### src/rtl/mem_arbiter_pkg.sv
// Shared definitions for the two-requester memory arbiter: FSM state type
// and the default address/data widths.
package mem_arbiter_pkg;

    localparam int DEF_ADDR_W = 4;
    localparam int DEF_DATA_W = 4;

    typedef enum logic [1:0] {
        IDLE   = 2'd0,
        ACCESS = 2'd1,
        RDWAIT = 2'd2,
        DONE   = 2'd3
    } state_t;

endpackage

### src/rtl/rr_pick.sv
// Two-input round-robin select. When both requests are present the preferred
// requester (rr_ptr) wins; a lone request is granted regardless of rr_ptr.
module rr_pick (
    input  logic req0,
    input  logic req1,
    input  logic rr_ptr,
    output logic grant_valid,
    output logic grant_idx
);

    // Combinational grant decision
    always_comb begin
        // NOTE: every output of a combinational block gets a value on every path, so no latch is inferred.
        grant_valid = req0 | req1;
        grant_idx   = (req0 & req1) ? rr_ptr : req1;
    end

endmodule

### src/rtl/mem_arbiter.sv
// Round-robin arbiter giving two requesters access to one single-port
// synchronous block memory. One transaction at a time:
//   IDLE -> ACCESS -> DONE            (write, ack two cycles after sampling)
//   IDLE -> ACCESS -> RDWAIT -> DONE  (read,  ack three cycles after sampling)
// The memory-port address/data registers double as the latched request fields.
module mem_arbiter
    import mem_arbiter_pkg::*;
#(
    parameter int ADDR_W = DEF_ADDR_W,
    parameter int DATA_W = DEF_DATA_W
) (
    input  logic              clka,
    input  logic              rst,
    input  logic              req0,
    input  logic              req1,
    input  logic              we0,
    input  logic              we1,
    input  logic [ADDR_W-1:0] addr0,
    input  logic [ADDR_W-1:0] addr1,
    input  logic [DATA_W-1:0] wdata0,
    input  logic [DATA_W-1:0] wdata1,
    output logic              ack0,
    output logic              ack1,
    output logic [DATA_W-1:0] rdata0,
    output logic [DATA_W-1:0] rdata1,
    output logic              busy,
    output logic              mem_ena,
    output logic              mem_wea,
    output logic [ADDR_W-1:0] mem_addra,
    output logic [DATA_W-1:0] mem_dina,
    input  logic [DATA_W-1:0] mem_douta
);

    state_t            state;
    logic              rr_ptr;
    logic              lat_we;
    logic              lat_idx;
    logic              grant_valid;
    logic              grant_idx;
    logic              take;
    logic              sel_we;
    logic [ADDR_W-1:0] sel_addr;
    logic [DATA_W-1:0] sel_wdata;

    rr_pick u_rr_pick (
        .req0        (req0),
        .req1        (req1),
        .rr_ptr      (rr_ptr),
        .grant_valid (grant_valid),
        .grant_idx   (grant_idx)
    );

    // Requests are only looked at in IDLE; pick the granted requester's fields
    always_comb begin
        take      = (state == IDLE) && grant_valid;
        sel_we    = grant_idx ? we1    : we0;
        sel_addr  = grant_idx ? addr1  : addr0;
        sel_wdata = grant_idx ? wdata1 : wdata0;
    end

    assign busy = (state != IDLE);

    // Transaction sequencing, round-robin pointer and the registered ack pulse
    always_ff @(posedge clka or posedge rst) begin
        if (rst) begin
            state   <= IDLE;
            rr_ptr  <= 1'b0;
            lat_we  <= 1'b0;
            lat_idx <= 1'b0;
            ack0    <= 1'b0;
            ack1    <= 1'b0;
        end else begin
            // NOTE: sequential state uses non-blocking assignments so every register samples pre-edge values.
            ack0 <= 1'b0;
            ack1 <= 1'b0;
            case (state)
                IDLE: begin
                    if (take) begin
                        state   <= ACCESS;
                        lat_we  <= sel_we;
                        lat_idx <= grant_idx;
                        rr_ptr  <= ~grant_idx;
                    end
                end
                ACCESS: begin
                    if (lat_we) begin
                        state <= DONE;
                        ack0  <= ~lat_idx;
                        ack1  <= lat_idx;
                    end else begin
                        state <= RDWAIT;
                    end
                end
                RDWAIT: begin
                    state <= DONE;
                    ack0  <= ~lat_idx;
                    ack1  <= lat_idx;
                end
                default: state <= IDLE;
            endcase
        end
    end

    // Memory port: enable/write only during ACCESS, address/data held otherwise
    always_ff @(posedge clka or posedge rst) begin
        if (rst) begin
            mem_ena   <= 1'b0;
            mem_wea   <= 1'b0;
            mem_addra <= '0;
            mem_dina  <= '0;
        end else begin
            mem_ena <= take;
            mem_wea <= take & sel_we;
            if (take) begin
                mem_addra <= sel_addr;
                mem_dina  <= sel_wdata;
            end
        end
    end

    // Capture read data into the granted requester's register only
    always_ff @(posedge clka or posedge rst) begin
        if (rst) begin
            rdata0 <= '0;
            rdata1 <= '0;
        end else if (state == RDWAIT) begin
            if (lat_idx) rdata1 <= mem_douta;
            else         rdata0 <= mem_douta;
        end
    end

endmodule

### config.mk
export PLATFORM = sky130hd
export DESIGN_NAME = mem_arbiter
export DESIGN_NICKNAME = d
export VERILOG_FILES = /design/src/rtl/mem_arbiter_pkg.sv /design/src/rtl/rr_pick.sv /design/src/rtl/mem_arbiter.sv
export SDC_FILE = /design/constraint.sdc
export NUM_CORES = 1
export LEC_CHECK = 0
export CAP_MARGIN = 15
export CORE_MARGIN = 10
export CORE_UTILIZATION = 42
export DETAILED_ROUTE_END_ITERATION = 10
export PLACE_DENSITY = 0.79
export SYNTH_ARGS = -nofsm -noshare
export SYNTH_HDL_FRONTEND = slang
export SYNTH_HIERARCHICAL = 1
export SYNTH_SLANG_ARGS = --single-unit
export TNS_END_PERCENT = 50
### constraint.sdc
create_clock -name clka -period 1.6 [get_ports clka]
set_input_delay 0.32 -clock clka [delete_from_list [all_inputs] [get_ports clka]]
set_output_delay 0.32 -clock clka [all_outputs]
set_load 0.01 [all_outputs]
==> impl_metrics.ini <==
[critical_path]
crit_path_end = rdata1[0]
crit_fanout = 2
worstSetupPathType = register to primary output
cp_num_buf_inv = 1
reg2reg_from = state[0]
worstPathRequired_ns = 1.28
critical-path-top-delay-family = buffers and inverters
crit_start = rdata1[0]
worst_r2r_path_depth = 6
end_kind = primary output
r2r_end = lat_idx
rrSetupSlack_ns = 0.13
crit_slowest_cell = clkdlybuf4s50_1
start_kind = register
slowest_delay_ns = 0.54
crit_arrival_ns = 1.23
path_depth = 1
crit_chain = clkdlybuf4s50_1

[timing]
period_needed_ns = 1.55
rsz0062_at_grt = false
finalHoldViolCount = 0
tightest_slew_ns = 0.314
setup_viol = 0
final.setup.tns_ns = 0
finalCritPeriodShare_pct = 96.9
fmax_mhz = 645
fin_skew_ns = 0.00308
slew_viol_final = 0
relSlewSlack_pct = 79.0

[placed_design]
dpl.cell_count = 172
hpwl_um = 2340
port_buffers = 46
place_congestion = 0.724

[cells_and_area]
final_cell_count_no_fill = 176
diodes = 0
num-nets-final = 177
syn2layout_area_growth_pct = 52.2
seq_area_um2 = 626
fillers = 201
drive_gt1_share_pct = 18.5
multiInputGateArea_um2 = 469

[clocking]
cts_made_buffers = 3
numClockSinks = 25
cts_tree = built
clockBufferDepth = 2
htreeDepth = 1
post_cts_buffers = 0
clk_latency_ns = 0.31
cts_root_buffer = clkbuf_4
clk_pin_slew_ns = 0.13

[route]
ant_nets = 0
viasPerCell = 5.07
first_pass_iters = 4
drc = 0
wl_per_cell_um = 16.3
wirelength_um = 2880
vias = 892
drt_iter0_drc = 14

[yosys]
ys_ff_latch = 25
syn_inst = 91
synth-edff-count = 0
seq_area_frac_synth_pct = 54.7
synthFlopType = dfrtp_1
yosys-top-cells-area = dfrtp_1, mux2i_1, a21oi_1
synth_top_cells_by_count = dfrtp_1, a21oi_1, mux2i_1
syn_area_per_cell_um2 = 12.6
yosysTopAreaCellShare_pct = 54.7
synth_cell_types = 20
netlist_area_mm2 = 0.00114
ys_warn_count = 6
async_flop_share_pct = 100
synth.most_common_cell = dfrtp_1
syn-num-nets = 121
yosysTopAreaCell = dfrtp_1

[floorplan]
rows = 18
dieArea_mm2 = 0.00521
initial_core_util_pct = 44.9
io_pins = 47
die_h_um = 72.2
die_x_um = 72.2
core_mm2 = 0.00254

[status]
status = complete, no violations

[global_routing]
grt_pass1_vias = 1032
antenna_found_initial = 0
grt_pass1_wl_um = 5040
grt_overflow = 0
grt_use_total_pct = 11.9
grt_max_degree = 26

[pwr]
power.density_mw_per_mm2 = 1720
p_leak_nw = 0.881
irDropWorstVdd_v = 0.000978
total_power_mw = 2.99

[job]
max-cap-violations = 0

[hold_path]
worstHoldPathType = primary input to asynchronous set/reset pin
how the worst min path moves through the flow:
| stage | cells past startpoint | to | startpoint |
|---|---|---|---|
| 3_5_place_dp | 1 | rdata1[2] | rdata1[2] |
| 2_1_floorplan | 1 | ack0 | rst |
| 5_1_grt | 3 | mem_ena | rst |
| 4_1_cts | 3 | rdata0[1] | rst |
| 6_report | 3 | mem_ena | rst |
| 3_3_place_gp | 1 | rdata0[1] | rdata0[1] |
report_power, final:
part | leakage, nW | switching (mW) | internal (mW)
combinational | 0.573 | 0.686 | 0.918
sequential | 0.293 | 0.173 | 0.936
clock | 0.0150 | 0.181 | 0.0972
cells in the final DEF, fill, tap and decap left out, types with 2 or more instances in the layout:
master,synthesis,layout
clkdlybuf4s50_1,0,32
dfrtp_1,25,25
a21oi_1,19,19
dlymetal6s2s_1,0,13
mux2i_1,10,10
buf_4,2,9
inv_1,7,7
mux2_2,6,6
mux2_4,4,4
ha_1,4,3
clkbuf_4,0,3
nand3b_1,2,2
registers in the layout, indices dropped and copies added (netlist names), 2 cells and up:
name / flops
mem_addra: 4
mem_dina: 4
state: 2
rdata0: 4
rdata1: 4
what timing repair did:
item,in CTS,in global routing
endpoints found under the setup margin,1,14
gates resized for setup,3,14
hold buffers,0,0
gates cloned,0,0
metrics by stage:
| step | hold WS [ns] | util (%) | setup slack (ns) | area (um2) |
|---|---|---|---|---|
| after floorplan | 0.347 | - | 0.263 | 1140 |
| after global placement | 0.490 | 66.2 | -0.0439 | 1680 |
| after detailed placement | 0.495 | 66.2 | -0.110 | 1680 |
| after CTS | 0.350 | 67.3 | 0.00138 | 1710 |
| after global routing | 0.403 | 68.4 | 0.00151 | 1740 |
| final | 0.343 | 68.4 | 0.0493 | 1740 |
cell type report:
cell class                 count  share of cell area (%)
clock buffer                   4                    1.51
inverter                       7                    1.51
multi-input combinational     55                    27.0
sequential                    25                    35.9
tap                           30                    2.16
timing repair buffer          55                    31.9
logic make-up (layout without fill, tap and decap cells):
family,after synthesis,in the layout,share of synthesized area [%]
compound gates,21,21,9.74
fa+ha+maj,4,4,4.38
buf+inv,11,66,4.49
flops,25,25,54.7
mux,20,20,19.9
simple gates,10,10,6.78
per-layer routing:
metal / track usage [%] / up-vias / wire length [um]
met5: 0 / - / 0
met4: 3.66 / 0 / 18
met3: 6.26 / 2 / 321
met2: 18.9 / 40 / 1420
met1: 13.4 / 425 / 1120
li1: - / 425 / -
(Power assumes the default switching activity.)
